### config.mk
export PLATFORM = sky130hd
export DESIGN_NAME = quadrature_generator
export DESIGN_NICKNAME = d
export VERILOG_FILES = /design/src/rtl/quadrature_generator.sv
export SDC_FILE = /design/constraint.sdc
export NUM_CORES = 1
export LEC_CHECK = 0
export ABC_AREA = 1
export BUFFER_PORTS_ARGS = -buffer_cell sky130_fd_sc_hd__clkbuf_2
export CAP_MARGIN = 30
export CORE_ASPECT_RATIO = 1.1
export CORE_UTILIZATION = 45
export CTS_CLUSTER_DIAMETER = 200
export CTS_CLUSTER_SIZE = 24
export DETAILED_ROUTE_END_ITERATION = 12
export PLACE_DENSITY = 0.66
export SLEW_MARGIN = 0
export SYNTH_ARGS = -nofsm -noshare
export SYNTH_HDL_FRONTEND = slang
export SYNTH_SLANG_ARGS = --single-unit
### constraint.sdc
create_clock -name clk -period 1.7 [get_ports clk]
set_clock_uncertainty 0.05 [all_clocks]
set_input_delay 0.085 -clock clk [delete_from_list [all_inputs] [get_ports clk]]
set_output_delay 0.085 -clock clk [all_outputs]
set_load 0.01 [all_outputs]
### src/rtl/quadrature_generator.sv
// quadrature_generator: commanded quadrature edge generator with position tracking; QUAD_GEN_BOUNCE_EN adds contact-bounce emulation
module quadrature_generator #(
    parameter int PERIOD = 10,
    parameter int WIDTH  = 8
) (
    input  logic             clk,
    input  logic             reset,
    input  logic             cmd_valid,
    output logic             cmd_ready,
    input  logic             cmd_dir,
    input  logic [WIDTH-1:0] cmd_steps,
    input  logic             abort,
    output logic             quadA,
    output logic             quadB,
    output logic [WIDTH-1:0] position,
    output logic             busy,
    output logic             done
);
    typedef enum logic [1:0] {S_IDLE, S_RUN, S_DONE} state_t;
    localparam logic [15:0] TIMER_LOAD = 16'(PERIOD - 1);
    state_t           state;
    logic [1:0]       p;
    logic [1:0]       p_next;
    logic [15:0]      timer;
    logic [WIDTH-1:0] remaining;
    logic             dir;
    logic             accept;
    logic             fire;
    function automatic logic [1:0] ab(input logic [1:0] q);
        return {q[1] ^ q[0], q[1]};
    endfunction
    if (PERIOD < 1 || PERIOD > 65535) begin : g_period_range
        $error("quadrature_generator: PERIOD must be 1..65535");
    end
    // handshake, edge-due and next-phase decode
    always_comb begin
        accept = state == S_IDLE && cmd_ready && cmd_valid;
        fire   = state == S_RUN && timer == '0 && !abort;
        p_next = dir ? p + 2'd1 : p - 2'd1;
    end
    // command FSM: edge timing, phase/position tracking and status outputs
    always_ff @(posedge clk) begin
        if (!reset) begin
            state     <= S_IDLE;
            cmd_ready <= 1'b1;
            busy      <= 1'b0;
            done      <= 1'b0;
            dir       <= 1'b0;
            remaining <= '0;
            timer     <= '0;
            p         <= '0;
            position  <= '0;
        end else begin
            cmd_ready <= state == S_IDLE && !accept;
            busy      <= !(state == S_IDLE && !accept);
            done      <= state == S_DONE;
            case (state)
                S_IDLE: if (accept) begin
                    dir       <= cmd_dir;
                    remaining <= cmd_steps;
                    timer     <= TIMER_LOAD;
                    state     <= cmd_steps == '0 ? S_DONE : S_RUN;
                end
                S_RUN: if (abort) begin
                    state <= S_IDLE;
                end else if (timer == '0) begin
                    p         <= p_next;
                    position  <= dir ? position + 1'b1 : position - 1'b1;
                    remaining <= remaining - 1'b1;
                    timer     <= TIMER_LOAD;
                    if (remaining == WIDTH'(1)) state <= S_DONE;
                end else begin
                    timer <= timer - 1'b1;
                end
                default: state <= S_IDLE;
            endcase
        end
    end
`ifdef QUAD_GEN_BOUNCE_EN
    logic [1:0] bnc;
    logic [1:0] p_back;
    assign p_back = dir ? p - 2'd1 : p + 2'd1;
    if (PERIOD < 3) begin : g_bounce_period
        $error("quadrature_generator: PERIOD must be >= 3 with QUAD_GEN_BOUNCE_EN");
    end
    // line drivers: each edge flips, reverts once, then settles on the new phase
    always_ff @(posedge clk) begin
        if (!reset) begin
            {quadA, quadB} <= 2'b00;
            bnc            <= 2'd0;
        end else if (state == S_RUN && abort) begin
            {quadA, quadB} <= ab(p);
            bnc            <= 2'd0;
        end else if (fire) begin
            {quadA, quadB} <= ab(p_next);
            bnc            <= 2'd2;
        end else if (bnc == 2'd2) begin
            {quadA, quadB} <= ab(p_back);
            bnc            <= 2'd1;
        end else if (bnc == 2'd1) begin
            {quadA, quadB} <= ab(p);
            bnc            <= 2'd0;
        end
    end
`else
    // line drivers: one clean change per edge, same clock as the phase update
    always_ff @(posedge clk) begin
        if (!reset) {quadA, quadB} <= 2'b00;
        else if (fire) {quadA, quadB} <= ab(p_next);
    end
`endif
endmodule

After elaboration in Yosys (flattened, before gate mapping)
Cells that the tools add are included.
W data, S select, Z words.
Cells by class
  muxes and demuxes: 16
  add/subtract/negate cells: 6
  reduce and logical (&&, ||, !) cells: 17
  bitwise operators: 2
  eq/ne operators: 8
Operators with widths (count)
  $mux W16: 3
  $mux W8: 4
  $pmux W16 S2: 1
  $logic_not A16 Y1: 1
  $pmux W8 S2: 1
  $sub A16 B1 Y16 const B: 1
  $sub A8 B1 Y8 const B: 2
  $mux W2: 6
  $reduce_and A3 Y1: 3
  $add A8 B1 Y8 const B: 1
  $eq A8 B1 Y1 const B: 1
  $logic_not A8 Y1: 1
  $ne A3 B2 Y1 const B: 2
  $logic_and A1 B1 Y1: 5
  $ne A2 B2 Y1 const B: 2
  $pmux W2 S2: 1
  $reduce_and A4 Y1: 1
  $logic_not A1 Y1: 3
  $add A2 B1 Y2 const B: 1
  $eq A2 B1 Y1 const B: 1
  $eq A2 B2 Y1 const B: 1
  $logic_not A2 Y1: 1
  $ne A2 B1 Y1 const B: 1
  $reduce_and A2 Y1: 1
  4 further kinds: 4
Storage, ports and cells
  word-level logic and storage cells: 60
  bits in registers: 42
  input bits: 13

Depth between registers and ports, before layout
  depth in word-level cells: 6
  mapped depth: 11
  depth with buffers taken out: 10

Least setup slack after synthesis
Ideal clock, no wire load.
  kind: reg-to-reg
  start: register dir
  end: register position[6]
  period minus slack after synthesis: 1614 ps
  data required time: 1534 ps
  stages on the path, launching flop included: 9
  arrival: 1448 ps
  path slack: 86 ps
  cells stage by stage: dfxtp_1 -> inv_1 -> ha_1 -> a21oi_1 -> or2_2 -> nand4_1 -> nand2_1 -> nor2_1 -> nor2_1
On the way
  longest elaborated chain between the ends: 1
RTL lines
  from (decl): RTL line 26  | logic dir;
  from (signal assigned): RTL line 59  | dir <= cmd_dir;
  $mux W8: RTL line 68  | position <= dir ? position + 1'b1 : position - 1'b1;
  to (signal assigned): RTL line 68
  to (decl): RTL line 15  | output logic [WIDTH-1:0] position,
No other way between the ends.
A chain may end at the register's enable or synchronous reset.

Final worst setup path
  start: register timer[1]
  end: register p[1]
On the way
  longest elaborated chain between the ends: 2
RTL lines
  from (decl): RTL line 24  | logic [15:0] timer;
  from (signal assigned): RTL line 73  | timer <= timer - 1'b1;
  $logic_not A16 Y1: RTL line 66  | end else if (timer == '0) begin
  $reduce_and A3 Y1 (no line)
  to (signal assigned): RTL line 67  | p <= p_next;
  to (decl): RTL line 22  | logic [1:0] p;
No other way between the ends.

==> impl_metrics.yaml <==
power:
  p_sw_mw: 1.44
  pwr-share-comb: 0.449
  p_int_mw: 2.04
  seq_power_share: 0.357
  ir_drop_mv: 0.536
  clkPwrFrac: 0.194
  switching_share: 0.413
  powerDensity_nw_per_um2: 1170
  power.leakage_nw: 1.49
logic_synthesis:
  synth-seq-cells: 42
  synth-seq-area-share: 0.328
  yosys.cell_types.count: 33
  async_flop_share: 0
  yosys_warnings: 0
  syn_area_per_cell_um2: 6.71
  synth_nets: 405
  synth_ff_type: "dfxtp_1"
  synth_edf_count: 0
  synthCells: 382
  syn_area_um2: 2560
sta:
  min_period_ps: 1620
  setup_viol: 0
  period_share: 0.955
  max_freq_mhz: 616
  final_max_slew_viol_count: 0
  slew-limit-headroom: 0.799
  hold_viol_final: 0
  rsz0062_at_grt: "true"
  setup_tns_ps: 0
  tightest_slew_ps: 300
  timing.hold.ws_ps: 48.1
placement:
  dp_hpwl_um: 4220
  port_buffers: 25
  gp_congestion: 0.834
global_routing:
  first_global_vias: 2232
  grt_first_pass_wirelength_um: 9230
  grt_antenna_before_repair: 0
  grt_overflow: 0
  grt_max_degree: 17
  track_usage: 0.198
drt:
  first_pass_iters: 4
  viasPerCell: 4.82
  antenna_left: 0
  drt-initial-drc-count: 88
  detail_route.wirelength_um: 5400
  routedWlPerCell_um: 10.9
  via_count: 2390
  drc: 0
floorplanning:
  rows: 28
  dieArea_um2: 6010
  io_pins: 26
  start_util: 0.472
  fp.dieW_um: 74.0
  die_y_um: 81.2
  placeableCoreArea_um2: 5430
cts:
  clk_latency_ps: 300
  h-tree-depth: 2
  clock_sinks: 42
  cts_hold_buffers: 0
  cts.clk_slew.worst_paths_ps: 80
  cts_buffers: 5
  cts_tree: "done"
  cts_root_buf: "clkbuf_8"
  cts_buffer_depth: 2
min_path:
  hold_path_class: "primary input to register"
critical_path:
  critical_path_class: "register to register"
  crit_required_ps: 1880
  end_kind: "register"
  r2r_end: "p[1]"
  worstSetupEndpoint: "p[1]"
  worstReg2RegStart: "timer[1]"
  r2r_slack_ps: 80
  crit_path_start_kind: "register"
  crit_start: "timer[1]"
  ff2ff_path_depth: 9
  worstPathMaxFanout: 3
  crit_arrival_ps: 1810
layout:
  final_cell_mix: "nand2_1 (86), nor2_1 (66), inv_1 (46)"
  nets: 443
  insertedDiodeCount: 0
  layout_commonest_cell: "nand2_1"
  layout-drive-gt1-share: 0.183
  area_growth_pct: 15.5
job:
  maxCapViolCount: 0
status:
  status: "finished, final reports clean"
## logic make-up after synthesis
| group | Yosys count | synth area share |
|---|---|---|
| buf+inv | 60 | 0.101 |
| simple gates | 215 | 0.388 |
| flops | 42 | 0.328 |
| xor+xnor | 15 | 0.0512 |
| compound gates | 40 | 0.0800 |
| fa+ha+maj | 10 | 0.0517 |
## worst max-delay path, cell delays in order (launching register included)
cell     delay (ps)
dfxtp_1         330
inv_1            80
ha_2            190
nand2_1          80
nor2_2          130
nand2_1          80
nor2_2          160
nand3_2         100
or2_1           240
a21oi_1         130
## worst min path at each step
stage,start,to,slack [ps],cells past startpoint
3_3_place_gp,cmd_dir,dir,370,3
5_1_grt,cmd_dir,dir,60,3
4_1_cts,cmd_dir,dir,50,3
2_1_floorplan,cmd_dir,dir,230,2
3_5_place_dp,cmd_dir,dir,370,3
6_report,cmd_dir,dir,50,3
## flip-flops by register name, indices dropped and copies added (netlist names)
register,flops
p,2
quadA,1
done,1
state,2
remaining,8
timer,16
cmd_ready,1
position,8
quadB,1
dir,1
busy,1
## through the flow
stage	std cells	util	power [mW]	instance area, um^2	worst slack (ps)
floorplan	382	-	2.42	2560	86.0
global placement	486	0.517	2.73	2810	23.6
detailed placement	486	0.517	2.74	2810	36.6
CTS	494	0.533	3.42	2900	10.1
global route	496	0.545	3.77	2960	-13.5
finish	496	0.545	3.47	2960	75.9
## repair_timing
| action | 4_1_cts | 5_1_grt |
|---|---|---|
| gates resized for setup | 0 | 13 |
| setup buffers | 0 | 2 |
| hold endpoints to repair | 0 | 0 |
| endpoints found under the setup margin | 0 | 27 |
## cells in the mapped netlist (2+ instances only)
master / count / share of area
ha_1: 9 / 0.044
o21ai_0: 19 / 0.037
nor2_2: 3 / 0.0073
nand2_1: 86 / 0.13
nor2_4: 3 / 0.013
dfxtp_1: 42 / 0.33
nand4_1: 9 / 0.022
a21oi_1: 17 / 0.033
nand2_2: 5 / 0.012
xnor2_1: 2 / 0.0068
nor3_1: 5 / 0.0098
inv_2: 3 / 0.0044
nor2_1: 68 / 0.10
nand2_4: 3 / 0.013
xor2_1: 13 / 0.044
nand3_1: 26 / 0.051
nor2_8: 2 / 0.016
inv_1: 49 / 0.072
buf_6: 4 / 0.018
## power by group through the flow
stage,Combinational (mW),Sequential [mW],Clock [mW]
CTS,1.49,1.24,0.692
floorplan,1.17,1.25,0
global route,1.78,1.26,0.727
global placement,1.47,1.26,0
finish,1.56,1.24,0.674
detailed placement,1.48,1.26,0
## area by class of cell
class                   instances  area [um^2]
fillers                       564         2470
multi-input cells             280         1510
flip-flops and latches         42          841
repair buffers                 37          215
inverters                      54          206
well taps                      75         93.8
clock buffers                   7         86.3
clock inverters                 1         5.00
## per-layer routing
metal / track usage / wire length [um] / vias to the layer above
met5: 0 / 0 / -
met4: 0.0788 / 87 / 0
met3: 0.0360 / 143 / 8
met2: 0.346 / 2590 / 26
met1: 0.237 / 2580 / 1072
li1: - / - / 1284
Power figures use the tool's default switching activity.
